<file path="config.mk">
export PLATFORM = sky130hd
export DESIGN_NAME = decoder_seq
export DESIGN_NICKNAME = d
export VERILOG_FILES = /design/src/rtl/decoder_seq.sv
export SDC_FILE = /design/constraint.sdc
export NUM_CORES = 1
export LEC_CHECK = 0
export ABC_AREA = 1
export CORE_MARGIN = 4
export CORE_UTILIZATION = 37
export CTS_CLUSTER_DIAMETER = 100
export CTS_CLUSTER_SIZE = 10
export DETAILED_ROUTE_END_ITERATION = 12
export PLACE_DENSITY = 0.78
export SLEW_MARGIN = 10
export SYNTH_ARGS = -nofsm -noshare
export SYNTH_HDL_FRONTEND = slang
export SYNTH_SLANG_ARGS = --single-unit
</file>
<file path="constraint.sdc">
create_clock -name clk -period 0.8 [get_ports clk]
set_input_delay 0.08 -clock clk [delete_from_list [all_inputs] [get_ports clk]]
set_output_delay 0.08 -clock clk [all_outputs]
set_load 0.005 [all_outputs]
</file>
<file path="src/rtl/decoder_seq.sv">
`default_nettype none
// +--------------------------------------------------------------------------+
// | decoder_seq : registered one-hot decoder with direct-load and optional   |
// |               auto-scan mode (scan compiled in with DECODER_SEQ_SCAN_EN) |
// | Revision    : 1.0                                                        |
// +--------------------------------------------------------------------------+
module decoder_seq #(
   parameter int W    = 4,
   parameter int HOLD = 1
) (
   input  logic              clk,
   input  logic              rst,
   input  logic              E,
   input  logic [W-1:0]      a,
   input  logic              load,
   input  logic              scan,
   output logic [2**W-1:0]   D,
   output logic [W-1:0]      idx,
   output logic              busy,
   output logic              wrap
);
   localparam int N = 2**W;

   localparam logic [1:0] c_IDLE   = 2'd0;
   localparam logic [1:0] c_DIRECT = 2'd1;

   logic [1:0]   r_state;
   logic [1:0]   w_state_nxt;
   logic [W-1:0] r_idx;
   logic [W-1:0] w_idx_nxt;
   logic [N-1:0] r_d;
   logic [N-1:0] w_d_nxt;

`ifdef DECODER_SEQ_SCAN_EN
   localparam logic [1:0]     c_SCAN      = 2'd2;
   localparam int             HCW         = (HOLD > 1) ? $clog2(HOLD) : 1;
   localparam logic [HCW-1:0] c_HOLD_LAST = HCW'(HOLD - 1);
   localparam logic [W-1:0]   c_IDX_LAST  = {W{1'b1}};

   logic [HCW-1:0] r_hold;
   logic [HCW-1:0] w_hold_nxt;
   logic           r_busy;
   logic           r_wrap;
   logic           w_scan_req;
   logic           w_step;

   // Load outranks scan, so a scan request only counts when no load is pending.
   assign w_scan_req = E && !load && scan;
   assign w_step     = (r_state == c_SCAN) && (r_hold == c_HOLD_LAST);

   always_comb begin
      w_hold_nxt = '0;
      if (w_scan_req && (r_state == c_SCAN) && !w_step)
         w_hold_nxt = r_hold + 1'b1;
   end

   always_ff @(posedge clk) begin
      if (rst) begin
         r_hold <= '0;
         r_busy <= 1'b0;
         r_wrap <= 1'b0;
      end else begin
         r_hold <= w_hold_nxt;
         r_busy <= (w_state_nxt == c_SCAN);
         r_wrap <= w_scan_req && w_step && (r_idx == c_IDX_LAST);
      end
   end

   assign busy = r_busy;
   assign wrap = r_wrap;
`else
   wire [8:0] w_unused_cfg = {scan, 8'(HOLD)};

   assign busy = 1'b0;
   assign wrap = 1'b0;
`endif

   always_ff @(posedge clk) begin
      if (rst) begin
         r_state <= c_IDLE;
         r_idx   <= '0;
         r_d     <= '0;
      end else begin
         r_state <= w_state_nxt;
         r_idx   <= w_idx_nxt;
         r_d     <= w_d_nxt;
      end
   end

   always_comb begin
      w_state_nxt = r_state;
      if (!E)
         w_state_nxt = c_IDLE;
      else if (load)
         w_state_nxt = c_DIRECT;
`ifdef DECODER_SEQ_SCAN_EN
      else if (scan)
         w_state_nxt = c_SCAN;
      else if (r_state == c_SCAN)
         w_state_nxt = c_DIRECT;
`endif
   end

   // idx is retained through IDLE; only load or scan movement changes it.
   always_comb begin
      w_idx_nxt = r_idx;
      if (E && load)
         w_idx_nxt = a;
`ifdef DECODER_SEQ_SCAN_EN
      else if (w_scan_req) begin
         if (r_state != c_SCAN)
            w_idx_nxt = '0;
         else if (w_step)
            w_idx_nxt = r_idx + 1'b1;
      end
`endif
      w_d_nxt = '0;
      if (w_state_nxt != c_IDLE)
         w_d_nxt[w_idx_nxt] = 1'b1;
   end

   assign D   = r_d;
   assign idx = r_idx;

endmodule
`default_nettype wire
</file>
==> impl_results.md <==
- Place WS: -0.498 ns
- Synthesis-stage register bit count: 22
- Skew final: 0.00148 ns
- Clk sink count: 22
- Congestion Overflow GR: 0
- Via density: 4.42
- Die X: 54.7 um
- Std cell rows: 16
- Hold_sp: load
- Post-synth EDFFs: 0
- Hold_buf cts: 0
- Global-route wire length before repair: 3.00 mm
- CP Class: reg -> reg
- Worst hold path class: in -> reg
- Die outline height: 54.7 um
- Via count: 689
- CTS tree: built
- Initial antenna violation count: 0
- Share of the core filled with cells: 0.631
- Die area: 0.00299 mm2
- Clock Latency Late Sink: 0.30 ns
- Max-slew violations: 0
- Async SR Flop Fraction: 0
- Number of port buffers: 27
- Failing checks: setup timing
- Most area-consuming cells after synthesis: dfxtp_1 55%, nor2_1 9.8%, nand2_2 6.2%, nand3_2 5.0%, nand2_1 4.7%
- Routed WL: 2.00 mm
- Clock transition at path regs: 0.12 ns
- R2R Path Start: idx[1]$_SDFF_PP0_
- Fin crit share: 1.20
- Fin. Hold Viols: 0
- WHS Path Cells: 3
- Post-synthesis cell area: 806 um2
- FF-to-FF setup slack: -0.16 ns
- Outcome: finished, violations left
- Max clock buf depth: 2
- Unrepaired setup endpoints after global routing: yes
- Critical Path End Type: flip-flop
- WL/cell: 12.8 um
- N_diodes: 0
- Worst-path fanout max: 4
- Ys flop type: dfxtp_1
- VDD IR max: 1.09 mV
- Max_cap viols: 0
- F_max: 1040 MHz
- Most instantiated library cell after synthesis: dfxtp_1
- Critical Path RT: 1.04 ns
- Area leader, netlist: dfxtp_1
- # DRC: 0
- Setup WS post-layout: -0.160 ns
- CTS root buf: clkbuf_4
- Detailed placer's ending HPWL: 1.25 mm
- Worst R2R Path Depth: 6
- Initial Utilization: 0.399
- Power Total: 2.31 mW
- Nature of the critical path startpoint: flip-flop
- Layout cells sized above 1: 0.612
- Fin nets: 139
- Vias in the first global route: 689
- Htree depth: 1
- Syn_area_per_cell: 8.95 um2
- CTS Buf Count: 3
- CP max-delay cell: dfxtp_2
- Hold EP: r_state[1]$_SDFF_PP0_
- Core ar.: 0.00202 mm2
- Synth warn: 0
- RePlAce Congestion: 0.786
- DR pass1 iterations: 4
- Non-filler cells, final: 156
- Post-synth top cells: 22 x dfxtp_1, 21 x nor2_1, 10 x nand2_1, 8 x nand2_2, 7 x inv_1
- ANT nets after route: 0
- Leak Pwr: 0.610 nW
- Total Neg Setup Slack: -2.51 ns
- Placed cell count: 149
- Tmin final: 0.960 ns
- Worst reg2reg path endpoint: D[13]$_SDFF_PP0_
- Synth Instances: 90
- Synth-to-layout area growth: 58.4%
- Layout fillers: 163
- Final setup vio count: 40
- Number of distinct library cells after synthesis: 14
- CP peak stage delay: 0.35 ns
- Critical-path cell list: buf_6, inv_4, nand2_2, nand2_4, nand3_4, nor2_1
- GRT Util Overall: 0.147
- Pwr Density: 1810 mW/mm2
- 1st-iter DRT viols: 7
- Post-synthesis sequential area ratio: 0.547
- WP data arrival: 1.20 ns
- Pin count of the biggest net entering global routing: 14
- IO Pins: 31
- Top cell type's share of synthesized area: 0.547
==> stage by stage <==
step	hold slack (ns)	cell area [um2]
after detailed placement	0.499	1140
final	0.236	1280
after CTS	0.220	1230
after global routing	0.236	1280
after floorplan	0.152	810
after global placement	0.477	1140
==> cells by family after synthesis <==
kind of cell,after synthesis,synth area share
and+or+nand+nor,53,0.360
DFF,22,0.547
buffers and inverters,14,0.0885
other,1,0.00465
==> where the power goes <==
group	internal, mW	switching, mW	total (mW)
Sequential	1.12	0.0101	1.13
Clock	0.506	0.324	0.829
Combinational	0.153	0.202	0.355
Total	1.78	0.535	2.31
==> cell type report <==
class	count	area (um2)	area share
flip-flops and latches	22	450	0.353
multi-input cells	55	410	0.322
repair buffers	38	284	0.223
inverters	10	45.0	0.0353
well taps	27	33.8	0.0265
clock inverters	1	30.0	0.0235
clock buffers	3	22.5	0.0176
==> worst max-delay path, delay by kind of cell (launching register included) <==
family                 cells  cell delay (ns)
buffers and inverters      2             0.15
AND/OR/NAND/NOR            4             0.40
flip-flops                 1             0.35
==> cells in the final DEF, fill, tap and decap left out <==
cell type,instances
dlygate4sd2_1,3
buf_2,18
dfxtp_1,14
buf_4,5
inv_2,2
nor2_1,13
nand2_4,9
nor2_4,3
nand2_2,8
clkdlybuf4s50_1,4
clkbuf_4,3
dfxtp_2,8
nand3b_4,1
buf_6,8
conb_1,2
inv_1,5
nand2_1,3
nand3_4,4
nor2_2,6
nand3_1,6
inv_4,3
bufinv_16,1
==> what timing repair did <==
action,4_1_cts,5_1_grt
endpoints found under the hold margin,0,0
pin swaps,9,13
setup buffers,2,0
endpoints found under the setup margin,40,40
gates resized for setup,119,13
cloned,1,0
==> registers in the layout, indices dropped and copies added, names as in the netlist <==
register  cells
r_state       2
D            16
idx           4
==> how the worst max path moves through the flow <==
stage | start | endpoint | slack [ns] | cells past startpoint
4_1_cts | idx[1]$_SDFF_PP0_ | D[1]$_SDFF_PP0_ | -0.13 | 6
5_1_grt | idx[0]$_SDFF_PP0_ | D[2]$_SDFF_PP0_ | -0.19 | 6
3_3_place_gp | E | D[1]$_SDFF_PP0_ | -0.45 | 7
2_1_floorplan | idx[0]$_SDFF_PP0_ | D[12]$_SDFF_PP0_ | 0.03 | 5
3_5_place_dp | E | D[1]$_SDFF_PP0_ | -0.50 | 8
6_report | idx[1]$_SDFF_PP0_ | D[13]$_SDFF_PP0_ | -0.16 | 6
==> routing by layer <==
metal | up-vias | routed length [um] | track usage
met4 | 0 | 28 | 0.0871
met5 | - | 0 | 0
met2 | 25 | 1090 | 0.272
met1 | 315 | 756 | 0.151
met3 | 2 | 124 | 0.0272
li1 | 347 | - | -
(Power assumes the default switching activity.)
